**config.mk**
```make
export PLATFORM = sky130hd
export DESIGN_NAME = sdram_word_bridge
export DESIGN_NICKNAME = d
export VERILOG_FILES = /design/src/rtl/sdram_word_bridge.sv
export SDC_FILE = /design/constraint.sdc
export NUM_CORES = 1
export LEC_CHECK = 0
export CAP_MARGIN = 25
export CORE_AREA = 4 4 154 171
export CTS_CLUSTER_DIAMETER = 60
export DETAILED_ROUTE_END_ITERATION = 8
export DIE_AREA = 0 0 158 175
export HOLD_SLACK_MARGIN = 0.08
export PLACE_DENSITY = 0.56
export SLEW_MARGIN = 40
export SYNTH_ARGS = -nofsm -noshare
export SYNTH_HDL_FRONTEND = slang
export SYNTH_SLANG_ARGS = --single-unit
```
**constraint.sdc**
```tcl
create_clock -name i_clk -period 3.02 [get_ports i_clk]
set_clock_uncertainty 0.2 [all_clocks]
set_input_delay 0.453 -clock i_clk [delete_from_list [all_inputs] [get_ports i_clk]]
set_output_delay 0.453 -clock i_clk [all_outputs]
set_load 0.005 [all_outputs]
```
**src/rtl/sdram_word_bridge.sv**
```systemverilog
`default_nettype none
// ============================================================================
// sdram_word_bridge : splits 32-bit CPU load/store accesses into little-endian
// single-byte transactions for the byte-wide sdram_controller, with watchdog.
// Revision: 1.0
// ============================================================================
module sdram_word_bridge #(
    parameter int unsigned TIMEOUT_CYCLES = 1023
) (
    input  logic        i_clk,
    input  logic        i_rst_n,
    input  logic        i_cpu_req,
    input  logic        i_cpu_we,
    input  logic [22:0] i_cpu_addr,
    input  logic [3:0]  i_cpu_be,
    input  logic [31:0] i_cpu_wdata,
    output logic [31:0] o_cpu_rdata,
    output logic        o_cpu_done,
    output logic        o_cpu_error,
    output logic        o_busy,
    output logic        o_sd_request,
    output logic        o_sd_wren,
    output logic [22:0] o_sd_address,
    output logic [7:0]  o_sd_data,
    input  logic [7:0]  i_sd_data,
    input  logic        i_sd_done
);

    localparam logic [15:0] C_WDOG_LIMIT = 16'(TIMEOUT_CYCLES);

    typedef enum logic [2:0] {
        S_IDLE   = 3'd0,
        S_SCAN   = 3'd1,
        S_ISSUE  = 3'd2,
        S_WAIT   = 3'd3,
        S_FINISH = 3'd4
    } state_t;

    state_t      state_q, state_d;
    logic [1:0]  idx_q, idx_d;
    logic [20:0] base_q, base_d;
    logic        we_q, we_d;
    logic [31:0] wdata_q, wdata_d;
    logic [3:0]  mask_q, mask_d;
    logic        err_q, err_d;
    logic [15:0] wdog_q, wdog_d;

    logic        sd_request_q, sd_request_d;
    logic        sd_wren_q, sd_wren_d;
    logic [22:0] sd_address_q, sd_address_d;
    logic [7:0]  sd_data_q, sd_data_d;
    logic [31:0] cpu_rdata_q, cpu_rdata_d;
    logic        cpu_done_q, cpu_done_d;
    logic        cpu_error_q, cpu_error_d;
    logic        busy_q, busy_d;

    logic [4:0]  w_byte_lo;
    logic        w_unused_addr;

    assign w_byte_lo     = {idx_q, 3'b000};
    assign w_unused_addr = ^i_cpu_addr[1:0];

    // Outputs are registered, so each is computed from the state being entered.
    always_comb begin
        state_d      = state_q;
        idx_d        = idx_q;
        base_d       = base_q;
        we_d         = we_q;
        wdata_d      = wdata_q;
        mask_d       = mask_q;
        err_d        = err_q;
        wdog_d       = wdog_q;
        sd_request_d = 1'b0;
        sd_wren_d    = sd_wren_q;
        sd_address_d = sd_address_q;
        sd_data_d    = sd_data_q;
        cpu_rdata_d  = cpu_rdata_q;
        cpu_done_d   = 1'b0;
        cpu_error_d  = 1'b0;

        case (state_q)
            S_IDLE: begin
                if (i_cpu_req) begin
                    base_d      = i_cpu_addr[22:2];
                    we_d        = i_cpu_we;
                    wdata_d     = i_cpu_wdata;
                    mask_d      = i_cpu_we ? i_cpu_be : 4'b1111;
                    idx_d       = 2'd0;
                    cpu_rdata_d = 32'd0;
                    err_d       = 1'b0;
                    state_d     = S_SCAN;
                end
            end
            S_SCAN: begin
                if (mask_q[idx_q]) begin
                    state_d      = S_ISSUE;
                    sd_request_d = 1'b1;
                    sd_address_d = {base_q, idx_q};
                    sd_wren_d    = we_q;
                    sd_data_d    = wdata_q[w_byte_lo +: 8];
                end else if (idx_q == 2'd3) begin
                    state_d     = S_FINISH;
                    cpu_done_d  = 1'b1;
                    cpu_error_d = err_q;
                end else begin
                    idx_d = idx_q + 2'd1;
                end
            end
            S_ISSUE: begin
                wdog_d  = 16'd0;
                state_d = S_WAIT;
            end
            S_WAIT: begin
                // A done arriving in the expiry cycle still counts as success.
                if (i_sd_done) begin
                    if (!we_q) begin
                        cpu_rdata_d[w_byte_lo +: 8] = i_sd_data;
                    end
                    if (idx_q == 2'd3) begin
                        state_d     = S_FINISH;
                        cpu_done_d  = 1'b1;
                        cpu_error_d = err_q;
                    end else begin
                        idx_d   = idx_q + 2'd1;
                        state_d = S_SCAN;
                    end
                end else if (wdog_q + 16'd1 == C_WDOG_LIMIT) begin
                    err_d       = 1'b1;
                    state_d     = S_FINISH;
                    cpu_done_d  = 1'b1;
                    cpu_error_d = 1'b1;
                end else begin
                    wdog_d = wdog_q + 16'd1;
                end
            end
            S_FINISH: begin
                state_d = S_IDLE;
            end
            default: begin
                state_d = S_IDLE;
            end
        endcase

        busy_d = (state_d != S_IDLE);
    end

    always_ff @(posedge i_clk) begin
        if (!i_rst_n) begin
            state_q      <= S_IDLE;
            idx_q        <= 2'd0;
            base_q       <= 21'd0;
            we_q         <= 1'b0;
            wdata_q      <= 32'd0;
            mask_q       <= 4'd0;
            err_q        <= 1'b0;
            wdog_q       <= 16'd0;
            sd_request_q <= 1'b0;
            sd_wren_q    <= 1'b0;
            sd_address_q <= 23'd0;
            sd_data_q    <= 8'd0;
            cpu_rdata_q  <= 32'd0;
            cpu_done_q   <= 1'b0;
            cpu_error_q  <= 1'b0;
            busy_q       <= 1'b0;
        end else begin
            state_q      <= state_d;
            idx_q        <= idx_d;
            base_q       <= base_d;
            we_q         <= we_d;
            wdata_q      <= wdata_d;
            mask_q       <= mask_d;
            err_q        <= err_d;
            wdog_q       <= wdog_d;
            sd_request_q <= sd_request_d;
            sd_wren_q    <= sd_wren_d;
            sd_address_q <= sd_address_d;
            sd_data_q    <= sd_data_d;
            cpu_rdata_q  <= cpu_rdata_d;
            cpu_done_q   <= cpu_done_d;
            cpu_error_q  <= cpu_error_d;
            busy_q       <= busy_d;
        end
    end

    assign o_sd_request = sd_request_q;
    assign o_sd_wren    = sd_wren_q;
    assign o_sd_address = sd_address_q;
    assign o_sd_data    = sd_data_q;
    assign o_cpu_rdata  = cpu_rdata_q;
    assign o_cpu_done   = cpu_done_q;
    assign o_cpu_error  = cpu_error_q;
    assign o_busy       = busy_q;

endmodule
`default_nettype wire

```
# Word level (Yosys, flattened, before mapping)
# Cells that the tools add are included.
classes:
  n_shift: 3
  eq_ne: 12
  reduce_logical: 12
  magnitude_cmp: 1
  n_addsub: 3
  muxes: 37
ops:
  columns: ["op", "n"]
  rows:
  - ["$mux 32", 3]
  - ["$pmux 32 s2", 1]
  - ["$bwmux 32", 1]
  - ["$mux 16", 2]
  - ["$pmux 16 s2", 1]
  - ["$shift 8x7->32 const A", 1]
  - ["$shiftx 32x6->8", 1]
  - ["$shiftx 8x7->32", 1]
  - ["$mux 3", 6]
  - ["$add 16x1->16 const B", 1]
  - ["$eq 16x10->1 const B", 1]
  - ["$ne 2x2->1 const B", 7]
  - ["$mux 1", 12]
  - ["$pmux 3 s4", 1]
  - ["$reduce_and 4->1", 3]
  - ["$mux 2", 4]
  - ["$neg 5->7", 1]
  - ["$eq 3x2->1 const B", 2]
  - ["$pmux 1 s2", 3]
  - ["$pmux 2 s3", 1]
  - ["$reduce_and 2->1", 3]
  - ["$reduce_bool 3->1", 2]
  - ["$mux 4", 1]
  - ["$reduce_bool 2->1", 2]
  - ["7 further kinds", 7]
totals:
  register_bits: 148
  output_inout_bits: 68
  inputBits: 72
  wordCells: 84

# Logic depth before layout (Yosys ltp)
logic_depth:
  depth_word: 6
  depth_mapped: 10
  mapped_depth_nobuf: 8

# Worst setup path before layout
# OpenSTA, ideal clock, no wires.
synth_path:
  path_type: "register to register"
  start: "register wdog_q[3]"
  end: "register busy_q, in the netlist o_busy"
  arrival_time_ns: 2.267
  required_ns: 2.693
  setup_slack_ns: 0.426
  stages_incl_launch_ff: 10
  synth_period_minus_slack_ns: 2.594
  setup_ns: 0.127
  path_buffers: 2
  path_cell_list: "dfxtp_1 -> buf_4 -> nand4_1 -> nor4_1 -> xor2_1 -> or3_1 -> buf_2 -> o31ai_4 -> a21boi_2 -> or3_1"
synth_between:
  elab_chain_cells: 6
synth_lines:
  columns: ["element", "line_no", "rtl"]
  rows:
  - ["start: declaration", "46", "logic [15:0] wdog_q, wdog_d;"]
  - ["start signal: assignment", "173", "wdog_q <= wdog_d;"]
  - ["$add 16x1->16", "127", "end else if (wdog_q + 16'd1 == C_WDOG_LIMIT) begin"]
  - ["$eq 16x10->1", "127", null]
  - ["$mux 3", "127", null]
  - ["$mux 3", "115", "if (i_sd_done) begin"]
  - ["$pmux 3 s4", "81", "case (state_q)"]
  - ["$reduce_bool 3->1", "144", "busy_d = (state_d != S_IDLE);"]
  - ["end signal: assignment", "181", "busy_q <= busy_d;"]
  - ["end: declaration", "55", "logic busy_q, busy_d;"]
# No other way between the ends.
# A chain may end at the register's enable or synchronous reset.

# Worst setup path in the final report
layout_path:
  start: "register wdog_q[3]"
  end: "register wdog_q[15]"
layout_between:
  elab_chain_cells: 4
  word_cells_on_any_way: 7
  cone_classes: "1 x add/sub; 2 x eq/ne; 3 x mux; 1 x reduce/logical"
layout_lines:
  columns: ["element", "line_no"]
  rows:
  - ["$add 16x1->16 *", "127, 133"]
  - ["$eq 16x10->1 / $mux 16 (equally long branches)", "127"]
  - ["$ne 2x2->1 (no source line) / $mux 16 (equally long branches)", null]
  - ["$reduce_and 3->1 (no source line) / $pmux 16 s2 (equally long branches)", null]
# Mark *: on every way between the ends. The rest lies on a longest branch, timed or not. The select of a mux whose other input is x is not followed.

==> results_dict.tcl <==
set metrics [dict create \
    outcome "finished clean" \
    synth_commonest_cells "nand2_1 (215), dfxtp_1 (148), a21oi_1 (115), clkbuf_1 (47), nor2_1 (43)" \
    cts_hold_buf 0 \
    portBuffers 137 \
    postPlaceCellArea_um2 7866 \
    cts_made_buffers 17 \
    gr-usage-all-layers_pct 13.24 \
    grt_first_pass_wirelength_mm 29.27 \
    fmax_ghz 0.3565 \
    yosysSeqAreaShare_pct 48.63 \
    yosysMostFrequentCell "nand2_1" \
    setup_violations 0 \
    cp.arrival_ns 2.90 \
    critPathMaxFanout 8 \
    met2WireLength_mm 9.003 \
    nets 959 \
    cts_sinks 148 \
    crit_path_end_kind "flip-flop" \
    area_delta_synth_final_pct 38.41 \
    dp_hpwl_mm 12.57 \
    drive_gt1_share_pct 8.613 \
    relSlewSlack_pct 48.38 \
    die_x_um 158 \
    worst_r2r_endpoint "wdog_q[15]$_SDFFE_PN0P_" \
    grt-ovfl-total 0 \
    synth_top_cell_by_area "dfxtp_1" \
    crit_path_start "wdog_q[3]$_SDFFE_PN0P_" \
    async_flop_share_pct 0 \
    hold_viol_final 0 \
    htreeDepth 4 \
    met3_length_mm 1.009 \
    ir_drop_v 0.0003586 \
    synth-seq-cells 148 \
    rows 60 \
    fin_area_um2 8432 \
    die_area_um2 27650 \
    wl_per_cell_um 15.31 \
    pin_count 140 \
    setup-tns-final_ns 0 \
    path_class "reg2reg" \
    leakage_uw 0.002862 \
    syn_area_per_cell_um2 8.048 \
    synth_cells 757 \
    drtAntennaViolNets 0 \
    drv_slew 0 \
    firstDrtPassIters 4 \
    worstSkewPairLatency_ns 0.42 \
    num_antenna_cells 0 \
    core_um2 24400 \
    yosysWarnings 0 \
    cts_setup_buffers 0 \
    r2r_cells 7 \
    synth_cell_types 55 \
    grt_pass1_vias 5442 \
    wl_mm 18.44 \
    gp_congestion 0.8144 \
    synth_top_area_share_pct 48.63 \
    finalCriticalPeriod_ns 2.805 \
    syn_nets 835 \
    total_power_uw 4617 \
    cellPowerDensity_nw_per_um2 547.6 \
    fin_crit_sh_pct 92.88 \
    endpoint "wdog_q[15]$_SDFFE_PN0P_" \
    route.detailed.drc 0 \
    clk_path_buf_depth 2 \
    vias_per_cell 4.639 \
    holdCritPathClass "reg2reg" \
    holdWs_ns 0.2468 \
    crit_path_start_kind "flip-flop" \
    ys.flop_type "dfxtp_1" \
    top_layer "met4" \
    synthTopCellsByArea "dfxtp_1 (49%), nand2_1 (13%), a21oi_1 (9.4%)" \
    synth-edff-count 0 \
    cts_tree "done" \
    rsz0062_at_grt "no" \
    rr_startpoint "wdog_q[3]$_SDFFE_PN0P_" \
    mappedNetlistArea_um2 6092 \
    cts-root-buf "clkbuf_16" \
    drv_cap 0 \
    vias 5585 \
    die_h_um 175 \
    place_inst 1172 \
    antenna_found_initial 0 \
    required_ns 3.12 \
    worstMarginPinSlew_ns 0.7691 \
    wl_met1_mm 8.279 \
    start_util_pct 24.97 \
    grt_max_degree 136 \
    fin_cells 1204 \
    r2r_slack_ns 0.21 \
    first_iter_violations 293 \
    clk_pin_slew_worst_paths_ns 0.06 \
]
-- worst max-delay path, stage by stage (launching register included) --
cell      delay (ns)
dfxtp_1         0.47
and4_1          0.39
nand2_2         0.09
or3_1           0.31
a2111o_1        0.51
o21a_1          0.27
nand2_1         0.15
a2bb2o_1        0.30
-- through the flow --
stage	util, %	worst slack, ns
2_1_floorplan	-	0.4255
3_3_place_gp	32.24	0.2447
3_5_place_dp	32.24	0.2047
4_1_cts	34.53	0.1831
5_1_grt	34.56	0.04957
6_report	34.56	0.2149
-- kinds of logic after synthesis --
| family | share of synthesized area (%) |
|---|---|
| simple gates | 24.91 |
| compound gates | 16.96 |
| flops | 48.63 |
| buf+inv | 4.190 |
| mux | 3.491 |
| fa+ha+maj | 1.232 |
| xor+xnor | 0.5752 |
-- layout make-up --
cell class	instances	area, µm²
Clock buffer	18	439.2
Clock inverter	14	120.1
Fill cell	2519	15970
Inverter	8	32.53
Multi-Input combinational cell	544	2893
Sequential cell	148	2963
Tap cell	310	387.9
Timing Repair Buffer	162	1597
-- layer usage --
| metal | global-route usage, % | up-vias |
|---|---|---|
| li1 | - | 2860 |
| met1 | 16.37 | 2603 |
| met2 | 22.34 | 113 |
| met3 | 4.087 | 9 |
| met4 | 3.413 | 0 |
| met5 | 0 | - |
-- layout by cell type (no fill, tap or decap), types with 2 or more instances in the layout --
| cell type | Yosys | final |
|---|---|---|
| inv_1 | 7 | 7 |
| nand4_1 | 6 | 6 |
| ha_1 | 6 | 6 |
| nor3_1 | 10 | 10 |
| o2bb2ai_1 | 2 | 2 |
| a22oi_1 | 16 | 16 |
| and3_1 | 4 | 4 |
| mux4_2 | 9 | 9 |
| a31oi_1 | 8 | 8 |
| o21ai_1 | 6 | 6 |
| xnor2_1 | 3 | 3 |
| clkdlybuf4s50_1 | 0 | 137 |
| a21oi_1 | 115 | 115 |
| nand2b_1 | 2 | 2 |
| clkbuf_16 | 0 | 17 |
| inv_8 | 0 | 2 |
| nor4_1 | 5 | 5 |
| or4_1 | 5 | 5 |
| o21ai_0 | 8 | 8 |
| nor3b_1 | 5 | 5 |
| clkinv_4 | 0 | 2 |
| nand3_1 | 27 | 26 |
| dfxtp_1 | 148 | 148 |
| buf_12 | 0 | 3 |
| nor2b_1 | 5 | 5 |
| o31ai_1 | 2 | 2 |
| and2_1 | 4 | 4 |
| and4_1 | 4 | 4 |
| nor4b_1 | 2 | 2 |
| clkinvlp_4 | 0 | 6 |
| nor2_1 | 43 | 42 |
| a31o_2 | 2 | 2 |
| buf_4 | 2 | 22 |
| nand2_1 | 215 | 215 |
| or3_1 | 4 | 4 |
| inv_6 | 0 | 4 |
| o211ai_1 | 4 | 4 |
| o21a_1 | 2 | 2 |
-- power by group --
group          switching (µW)  internal [µW]
Sequential               44.8           2030
Clock                     925           1100
Combinational             295            230
-- worst min path at each step --
| stage | startpoint | endpoint | slack (ns) | cells after the start |
|---|---|---|---|---|
| global placement | base_q[17]$_SDFFE_PN0P_ | o_sd_address[19]$_SDFFE_PN0P_ | 0.24 | 2 |
| global route | base_q[15]$_SDFFE_PN0P_ | o_sd_address[17]$_SDFFE_PN0P_ | 0.26 | 2 |
| detailed placement | base_q[5]$_SDFFE_PN0P_ | o_sd_address[7]$_SDFFE_PN0P_ | 0.24 | 2 |
| floorplan | base_q[8]$_SDFFE_PN0P_ | o_sd_address[10]$_SDFFE_PN0P_ | 0.23 | 2 |
| finish | base_q[4]$_SDFFE_PN0P_ | o_sd_address[6]$_SDFFE_PN0P_ | 0.25 | 2 |
| CTS | base_q[4]$_SDFFE_PN0P_ | o_sd_address[6]$_SDFFE_PN0P_ | 0.25 | 2 |
-- state kept, by name, indices dropped and copies added, names as in the netlist, 2 cells and up --
register	flops
wdata_q	32
base_q	21
idx_q	2
o_sd_data	8
mask_q	4
state_q	3
wdog_q	16
o_cpu_rdata	32
o_sd_address	23
-- timing repair --
item                                    CTS  global route
hold endpoints to repair                  0             0
endpoints found under the setup margin    0             1
gates resized for setup                   0             1
Power figures use the tool's default switching activity.
